File: config.mk
export PLATFORM = sky130hd
export DESIGN_NAME = axi_lite_master_flat
export DESIGN_NICKNAME = d
export VERILOG_FILES = /design/src/rtl/axi_lite_if.sv /design/src/rtl/axi_lite_master.sv /design/src/flat_wrapper.sv
export SDC_FILE = /design/constraint.sdc
export NUM_CORES = 1
export LEC_CHECK = 0
export CAP_MARGIN = 20
export CORE_ASPECT_RATIO = 0.75
export CORE_MARGIN = 2
export CORE_UTILIZATION = 25
export DETAILED_ROUTE_END_ITERATION = 16
export RECOVER_POWER = 25
export SLEW_MARGIN = 20
export SYNTH_ARGS = -nofsm -noshare
export SYNTH_HDL_FRONTEND = slang
export SYNTH_SLANG_ARGS = --single-unit
File: constraint.sdc
create_clock -name aclk -period 1.6 [get_ports aclk]
set_input_delay 0.32 -clock aclk [delete_from_list [all_inputs] [get_ports aclk]]
set_output_delay 0.32 -clock aclk [all_outputs]
set_load 0.02 [all_outputs]
File: src/rtl/axi_lite_if.sv
// AXI4-Lite bus bundle: five independent channels, with master and slave views.
interface axi_lite_if #(
   parameter int ADDR_WIDTH = 32,
   parameter int DATA_WIDTH = 32
);
   logic [ADDR_WIDTH-1:0]   awaddr;
   logic [2:0]              awprot;
   logic                    awvalid;
   logic                    awready;
   logic [DATA_WIDTH-1:0]   wdata;
   logic [DATA_WIDTH/8-1:0] wstrb;
   logic                    wvalid;
   logic                    wready;
   logic [1:0]              bresp;
   logic                    bvalid;
   logic                    bready;
   logic [ADDR_WIDTH-1:0]   araddr;
   logic [2:0]              arprot;
   logic                    arvalid;
   logic                    arready;
   logic [DATA_WIDTH-1:0]   rdata;
   logic [1:0]              rresp;
   logic                    rvalid;
   logic                    rready;

   modport master (
      output awaddr, awprot, awvalid, input awready,
      output wdata, wstrb, wvalid, input wready,
      input bresp, bvalid, output bready,
      output araddr, arprot, arvalid, input arready,
      input rdata, rresp, rvalid, output rready
   );

   modport slave (
      input awaddr, awprot, awvalid, output awready,
      input wdata, wstrb, wvalid, output wready,
      output bresp, bvalid, input bready,
      input araddr, arprot, arvalid, output arready,
      output rdata, rresp, rvalid, input rready
   );
endinterface

File: src/rtl/axi_lite_master.sv
// Single-outstanding AXI4-Lite initiator: turns a command/response stream into
// AXI reads and writes. Every AXI output and every response output is a flop.
module axi_lite_master #(
   parameter int         C_M_AXI_DATA_WIDTH = 32,
   parameter int         C_M_AXI_ADDR_WIDTH = 32,
   parameter logic [2:0] C_AXPROT           = 3'b000
) (
   input  logic                            aclk,
   input  logic                            aresetn,
   input  logic                            cmd_valid,
   output logic                            cmd_ready,
   input  logic                            cmd_write,
   input  logic [C_M_AXI_ADDR_WIDTH-1:0]   cmd_addr,
   input  logic [C_M_AXI_DATA_WIDTH-1:0]   cmd_wdata,
   input  logic [C_M_AXI_DATA_WIDTH/8-1:0] cmd_wstrb,
   output logic                            rsp_valid,
   input  logic                            rsp_ready,
   output logic                            rsp_write,
   output logic [C_M_AXI_DATA_WIDTH-1:0]   rsp_rdata,
   output logic [1:0]                      rsp_resp,
   axi_lite_if.master                      m_axi
);

   localparam logic [2:0] S_IDLE  = 3'd0;
   localparam logic [2:0] S_WRITE = 3'd1;
   localparam logic [2:0] S_WRESP = 3'd2;
   localparam logic [2:0] S_READ  = 3'd3;
   localparam logic [2:0] S_RDATA = 3'd4;
   localparam logic [2:0] S_RESP  = 3'd5;

   logic [2:0]                      state_r;
   logic                            cmd_ready_r;
   logic                            awvalid_r;
   logic                            wvalid_r;
   logic                            bready_r;
   logic                            arvalid_r;
   logic                            rready_r;
   logic                            rsp_valid_r;
   logic                            rsp_write_r;
   logic [C_M_AXI_ADDR_WIDTH-1:0]   awaddr_r;
   logic [C_M_AXI_ADDR_WIDTH-1:0]   araddr_r;
   logic [C_M_AXI_DATA_WIDTH-1:0]   wdata_r;
   logic [C_M_AXI_DATA_WIDTH/8-1:0] wstrb_r;
   logic [C_M_AXI_DATA_WIDTH-1:0]   rsp_rdata_r;
   logic [1:0]                      rsp_resp_r;

   // A channel counts as done once its valid has dropped or it handshakes now,
   // so AW and W may complete in either order or together.
   logic aw_done_s;
   logic w_done_s;
   logic cmd_fire_s;
   logic b_fire_s;
   logic r_fire_s;
   logic rsp_fire_s;

   assign aw_done_s  = ~awvalid_r | m_axi.awready;
   assign w_done_s   = ~wvalid_r | m_axi.wready;
   assign cmd_fire_s = cmd_valid & cmd_ready_r;
   assign b_fire_s   = m_axi.bvalid & bready_r;
   assign r_fire_s   = m_axi.rvalid & rready_r;
   assign rsp_fire_s = rsp_valid_r & rsp_ready;

   assign cmd_ready      = cmd_ready_r;
   assign rsp_valid      = rsp_valid_r;
   assign rsp_write      = rsp_write_r;
   assign rsp_rdata      = rsp_rdata_r;
   assign rsp_resp       = rsp_resp_r;
   assign m_axi.awaddr   = awaddr_r;
   assign m_axi.awprot   = C_AXPROT;
   assign m_axi.awvalid  = awvalid_r;
   assign m_axi.wdata    = wdata_r;
   assign m_axi.wstrb    = wstrb_r;
   assign m_axi.wvalid   = wvalid_r;
   assign m_axi.bready   = bready_r;
   assign m_axi.araddr   = araddr_r;
   assign m_axi.arprot   = C_AXPROT;
   assign m_axi.arvalid  = arvalid_r;
   assign m_axi.rready   = rready_r;

   // Transaction sequencer: one command in flight from acceptance to response handshake.
   always_ff @(posedge aclk) begin
      if (!aresetn) begin
         state_r     <= S_IDLE;
         cmd_ready_r <= 1'b1;
         awvalid_r   <= 1'b0;
         wvalid_r    <= 1'b0;
         bready_r    <= 1'b0;
         arvalid_r   <= 1'b0;
         rready_r    <= 1'b0;
         rsp_valid_r <= 1'b0;
         rsp_write_r <= 1'b0;
         awaddr_r    <= '0;
         araddr_r    <= '0;
         wdata_r     <= '0;
         wstrb_r     <= '0;
         rsp_rdata_r <= '0;
         rsp_resp_r  <= 2'b00;
      end else begin
         case (state_r)
            S_IDLE: begin
               if (cmd_fire_s) begin
                  cmd_ready_r <= 1'b0;
                  if (cmd_write) begin
                     awaddr_r  <= cmd_addr;
                     wdata_r   <= cmd_wdata;
                     wstrb_r   <= cmd_wstrb;
                     awvalid_r <= 1'b1;
                     wvalid_r  <= 1'b1;
                     state_r   <= S_WRITE;
                  end else begin
                     araddr_r  <= cmd_addr;
                     arvalid_r <= 1'b1;
                     state_r   <= S_READ;
                  end
               end
            end
            S_WRITE: begin
               if (awvalid_r && m_axi.awready) begin
                  awvalid_r <= 1'b0;
               end
               if (wvalid_r && m_axi.wready) begin
                  wvalid_r <= 1'b0;
               end
               if (aw_done_s && w_done_s) begin
                  bready_r <= 1'b1;
                  state_r  <= S_WRESP;
               end
            end
            S_WRESP: begin
               if (b_fire_s) begin
                  bready_r    <= 1'b0;
                  rsp_resp_r  <= m_axi.bresp;
                  rsp_write_r <= 1'b1;
                  rsp_rdata_r <= '0;
                  rsp_valid_r <= 1'b1;
                  state_r     <= S_RESP;
               end
            end
            S_READ: begin
               if (m_axi.arready) begin
                  arvalid_r <= 1'b0;
                  rready_r  <= 1'b1;
                  state_r   <= S_RDATA;
               end
            end
            S_RDATA: begin
               if (r_fire_s) begin
                  rready_r    <= 1'b0;
                  rsp_rdata_r <= m_axi.rdata;
                  rsp_resp_r  <= m_axi.rresp;
                  rsp_write_r <= 1'b0;
                  rsp_valid_r <= 1'b1;
                  state_r     <= S_RESP;
               end
            end
            S_RESP: begin
               if (rsp_fire_s) begin
                  rsp_valid_r <= 1'b0;
                  cmd_ready_r <= 1'b1;
                  state_r     <= S_IDLE;
               end
            end
            default: begin
               state_r     <= S_IDLE;
               cmd_ready_r <= 1'b1;
               awvalid_r   <= 1'b0;
               wvalid_r    <= 1'b0;
               bready_r    <= 1'b0;
               arvalid_r   <= 1'b0;
               rready_r    <= 1'b0;
               rsp_valid_r <= 1'b0;
            end
         endcase
      end
   end

endmodule

File: src/flat_wrapper.sv
// flat-port wrapper written by rule: the top's interface ports become plain ports
module axi_lite_master_flat 
#(
   parameter int         C_M_AXI_DATA_WIDTH = 32,
   parameter int         C_M_AXI_ADDR_WIDTH = 32,
   parameter logic [2:0] C_AXPROT           = 3'b000
)
  (aclk, aresetn, cmd_valid, cmd_ready, cmd_write, cmd_addr, cmd_wdata, cmd_wstrb, rsp_valid, rsp_ready, rsp_write, rsp_rdata, rsp_resp, m_axi_awaddr, m_axi_awprot, m_axi_awvalid, m_axi_awready, m_axi_wdata, m_axi_wstrb, m_axi_wvalid, m_axi_wready, m_axi_bresp, m_axi_bvalid, m_axi_bready, m_axi_araddr, m_axi_arprot, m_axi_arvalid, m_axi_arready, m_axi_rdata, m_axi_rresp, m_axi_rvalid, m_axi_rready);
  axi_lite_if #(.ADDR_WIDTH(32), .DATA_WIDTH(32)) m_axi_i ();
  input  logic aclk;
  input  logic aresetn;
  input  logic cmd_valid;
  output logic cmd_ready;
  input  logic cmd_write;
  input  logic [C_M_AXI_ADDR_WIDTH-1:0] cmd_addr;
  input  logic [C_M_AXI_DATA_WIDTH-1:0] cmd_wdata;
  input  logic [C_M_AXI_DATA_WIDTH/8-1:0] cmd_wstrb;
  output logic rsp_valid;
  input  logic rsp_ready;
  output logic rsp_write;
  output logic [C_M_AXI_DATA_WIDTH-1:0] rsp_rdata;
  output logic [1:0] rsp_resp;
  output wire logic [$bits(m_axi_i.awaddr)-1:0] m_axi_awaddr;
  output wire logic [$bits(m_axi_i.awprot)-1:0] m_axi_awprot;
  output wire logic [$bits(m_axi_i.awvalid)-1:0] m_axi_awvalid;
  input wire logic [$bits(m_axi_i.awready)-1:0] m_axi_awready;
  output wire logic [$bits(m_axi_i.wdata)-1:0] m_axi_wdata;
  output wire logic [$bits(m_axi_i.wstrb)-1:0] m_axi_wstrb;
  output wire logic [$bits(m_axi_i.wvalid)-1:0] m_axi_wvalid;
  input wire logic [$bits(m_axi_i.wready)-1:0] m_axi_wready;
  input wire logic [$bits(m_axi_i.bresp)-1:0] m_axi_bresp;
  input wire logic [$bits(m_axi_i.bvalid)-1:0] m_axi_bvalid;
  output wire logic [$bits(m_axi_i.bready)-1:0] m_axi_bready;
  output wire logic [$bits(m_axi_i.araddr)-1:0] m_axi_araddr;
  output wire logic [$bits(m_axi_i.arprot)-1:0] m_axi_arprot;
  output wire logic [$bits(m_axi_i.arvalid)-1:0] m_axi_arvalid;
  input wire logic [$bits(m_axi_i.arready)-1:0] m_axi_arready;
  input wire logic [$bits(m_axi_i.rdata)-1:0] m_axi_rdata;
  input wire logic [$bits(m_axi_i.rresp)-1:0] m_axi_rresp;
  input wire logic [$bits(m_axi_i.rvalid)-1:0] m_axi_rvalid;
  output wire logic [$bits(m_axi_i.rready)-1:0] m_axi_rready;
  assign m_axi_awaddr = m_axi_i.awaddr;
  assign m_axi_awprot = m_axi_i.awprot;
  assign m_axi_awvalid = m_axi_i.awvalid;
  assign m_axi_i.awready = m_axi_awready;
  assign m_axi_wdata = m_axi_i.wdata;
  assign m_axi_wstrb = m_axi_i.wstrb;
  assign m_axi_wvalid = m_axi_i.wvalid;
  assign m_axi_i.wready = m_axi_wready;
  assign m_axi_i.bresp = m_axi_bresp;
  assign m_axi_i.bvalid = m_axi_bvalid;
  assign m_axi_bready = m_axi_i.bready;
  assign m_axi_araddr = m_axi_i.araddr;
  assign m_axi_arprot = m_axi_i.arprot;
  assign m_axi_arvalid = m_axi_i.arvalid;
  assign m_axi_i.arready = m_axi_arready;
  assign m_axi_i.rdata = m_axi_rdata;
  assign m_axi_i.rresp = m_axi_rresp;
  assign m_axi_i.rvalid = m_axi_rvalid;
  assign m_axi_rready = m_axi_i.rready;
  axi_lite_master #(.C_M_AXI_DATA_WIDTH(C_M_AXI_DATA_WIDTH), .C_M_AXI_ADDR_WIDTH(C_M_AXI_ADDR_WIDTH), .C_AXPROT(C_AXPROT)) u_core (.aclk(aclk), .aresetn(aresetn), .cmd_valid(cmd_valid), .cmd_ready(cmd_ready), .cmd_write(cmd_write), .cmd_addr(cmd_addr), .cmd_wdata(cmd_wdata), .cmd_wstrb(cmd_wstrb), .rsp_valid(rsp_valid), .rsp_ready(rsp_ready), .rsp_write(rsp_write), .rsp_rdata(rsp_rdata), .rsp_resp(rsp_resp), .m_axi(m_axi_i));
endmodule
==> metrics.txt <==
fillers 2269; Pwr Density 1320 nW/um^2; area growth from synthesis to layout 69.6%; drt pass-1 iters 4; first-pass GRT wire length 29.3 mm; Final Max Tran Viols 0; Routability Congestion 0.770; Switching Share 34.5%; Async S/R FF share, synth 0%; met2 wire len 8.96 mm; Gate power share 35.4%; Static Leak 0.00415 uW; Post-Route WL 20.5 mm; Ys Warns 0; Fin Clk Skew 8.61 ps; vias per std cell 4.42; Fin. Hold Viols 0; period utilization 102%; CTS clock-pin slew for the worst setup and hold paths 60 ps; Critical Path RT 1890 ps; max frequency 615 MHz; final cell count without fillers 1260; worst hold-check path type flip-flop to flip-flop; post-synthesis cell area 5630 um^2; CTS max path bufs 2; RSZ-0062 raised after global routing yes; number of core rows 47; largest net degree at the start of global routing 67; Yosys reg bits 145; Switch Pwr 4340 uW; die span in x 177 um; CP Launch Type input port; placed instance count 1211; 1st-iter DRT viols 314; # diodes 0; status finished with violations; TritonCTS clock tree done; die height 134 um; failing checks setup timing; CP arrival 1920 ps; worst skew pair latency 420 ps; total track usage 15.7%; Util after Layout 43.3%; Crit Path Category input port to flip-flop; final setup fails 22; share of layout cells above drive strength 1 13.4%; WL per Instance 16.3 um; Synth Area per Inst 8.28 um^2; slowest CP cell clkdlybuf4s50_1; Setup WS post-layout -25.4 ps; hpwl dp 12.8 mm; highest routed layer met4; Reg power frac 34.2%; hold buffer count at CTS 0; CP max stage delay 470 ps; DRC 0; GR Overflow Total 0; dpl cell area 8710 um^2; sequential area share after synthesis 51.6%; initial antenna violation count 0; post-layout min period 1630 ps; Pint 8230 uW; Max Cap Viol 0; root buffer cell clkbuf_16; Initial Util 25.5%; clock share of power 30.4%; design area 9540 um^2; nets 1067; ys flop type dfxtp_1; EDFF count, synth 0; cells along the critical path clkdlybuf4s50_1 -> or3b_4 -> or3_4 -> buf_12 -> nand2_1 -> a21oi_2; number of global-route vias before repair 5263; cells after synthesis 679; critical path endpoint category flip-flop; WL met1 9.72 mm; CTS Buf Count 17; io pins 262; die area 23700 um^2; CTS sink cnt 145; Cell variety after synth 45; via count 5565; Core Region 22100 um^2; IO Port Bufs 255; crit path max fanout 16; met3 WL 1.61 mm; worst IR drop on VDD 0.662 mV; post-route ant nets 0; H-tree levels 4
## cell families after synthesis
logic type	after synthesis	share of synthesized area, %
multiplexers	4	0.712
flip-flops	145	51.6
AO/OA/AOI/OAI	195	21.4
XOR/XNOR	2	0.311
other	1	0.0667
buffers and inverters	64	5.36
AND/OR/NAND/NOR	268	20.6
## final timing paths
check                        startpoint                 endpoint  slack, ps  cells after the start
hold reg to reg   u_core.m_axi.wdata[4]    u_core.m_axi.wdata[4]        450                      2
setup reg to reg      u_core.state_r[0]  u_core.m_axi.araddr[16]        -20                      5
setup / recovery              cmd_valid  u_core.m_axi.araddr[16]        -30                      6
hold / removal    u_core.m_axi.wdata[4]    u_core.m_axi.wdata[4]        450                      2
## final cells by class
class,count,area [um^2],area share [%]
Sequential cell,145,2910,30.5
Multi-Input combinational cell,475,2610,27.4
Timing Repair Buffer,308,3070,32.2
Tap cell,294,368,3.86
Clock buffer,20,447,4.68
Clock inverter,12,110,1.15
Inverter,6,23.8,0.249
## what timing repair did
item,in CTS,in global routing
setup endpoints to repair,260,95
gates cloned,2,9
resized for setup,157,43
pin swaps,3,18
setup buffers,2,4
## per-stage QoR
stage	total power (uW)	hold slack (ps)	setup TNS [ps]	worst slack, ps
after floorplan	6340	456	-1310	-43.8
after global placement	8280	440	-48280	-432
after detailed placement	8280	445	-52650	-495
after CTS	12200	425	-188	-27.6
after global routing	13200	442	-2420	-78.6
final	12600	451	-220	-25.4
## placed cells by master (no fill, tap or decap), types with 3 or more instances in the layout
| cell type | count |
|---|---|
| nand2_1 | 196 |
| dfxtp_1 | 142 |
| dlygate4sd2_1 | 141 |
| clkdlybuf4s50_1 | 113 |
| a21oi_1 | 99 |
| o21a_1 | 33 |
| and2_1 | 32 |
| buf_4 | 25 |
| clkbuf_16 | 23 |
| a21boi_0 | 20 |
| a21boi_1 | 12 |
| a21oi_2 | 11 |
| buf_12 | 11 |
| buf_6 | 10 |
| nand2_2 | 9 |
| conb_1 | 6 |
| nand2_4 | 5 |
| inv_1 | 5 |
| nand2b_1 | 4 |
| clkinv_2 | 4 |
| mux2i_1 | 4 |
| clkinvlp_4 | 4 |
| o21ai_0 | 3 |
| a31oi_1 | 3 |
## power groups by stage
stage          clock network (uW)  logic [uW]  registers, uW
3_3_place_gp                    0        3930           4350
4_1_cts                      3950        4000           4290
5_1_grt                      4090        4760           4360
3_5_place_dp                    0        3920           4360
2_1_floorplan                   0        1540           4790
6_report                     3820        4450           4300
## Yosys cell counts, types with 3 or more instances
library cell / instances / share of area (%)
a21oi_1: 110 / 9.8
and2_1: 33 / 3.7
o21a_1: 33 / 4.4
buf_2: 10 / 0.89
clkbuf_1: 34 / 2.3
mux2i_1: 4 / 0.71
a31oi_1: 3 / 0.33
buf_6: 3 / 0.60
clkbuf_2: 3 / 0.27
buf_4: 6 / 0.80
a21boi_0: 25 / 3.3
dfxtp_1: 145 / 52
nand2_1: 210 / 14
inv_1: 5 / 0.33
o21ai_0: 3 / 0.27
a21boi_1: 7 / 0.93
nor2_1: 3 / 0.20
nand2b_1: 4 / 0.44
## layer usage
metal,up-vias,GRT usage (%)
li1,2794,-
met1,2576,21.2
met2,182,23.0
met3,13,6.15
met4,0,4.36
met5,-,0
## sequential cells by signal, indices dropped and copies added, names as in the netlist
name / flops
u_core.m_axi.bready: 1
u_core.m_axi.araddr: 32
u_core.m_axi.awvalid: 1
u_core.state_r: 3
u_core.m_axi.wdata: 32
u_core.rsp_rdata: 32
u_core.cmd_ready: 1
u_core.m_axi.awaddr: 32
u_core.rsp_write: 1
u_core.m_axi.rready: 1
u_core.rsp_resp: 2
u_core.m_axi.wvalid: 1
u_core.m_axi.arvalid: 1
u_core.rsp_valid: 1
u_core.m_axi.wstrb: 4
## critical path, delay by kind of cell
| kind | cells | cell delay (ps) |
|---|---|---|
| AO/OA/AOI/OAI | 1 | 60 |
| AND/OR/NAND/NOR | 3 | 880 |
| buffers and inverters | 2 | 650 |
Note: power is estimated with default switching activity, not from simulation.
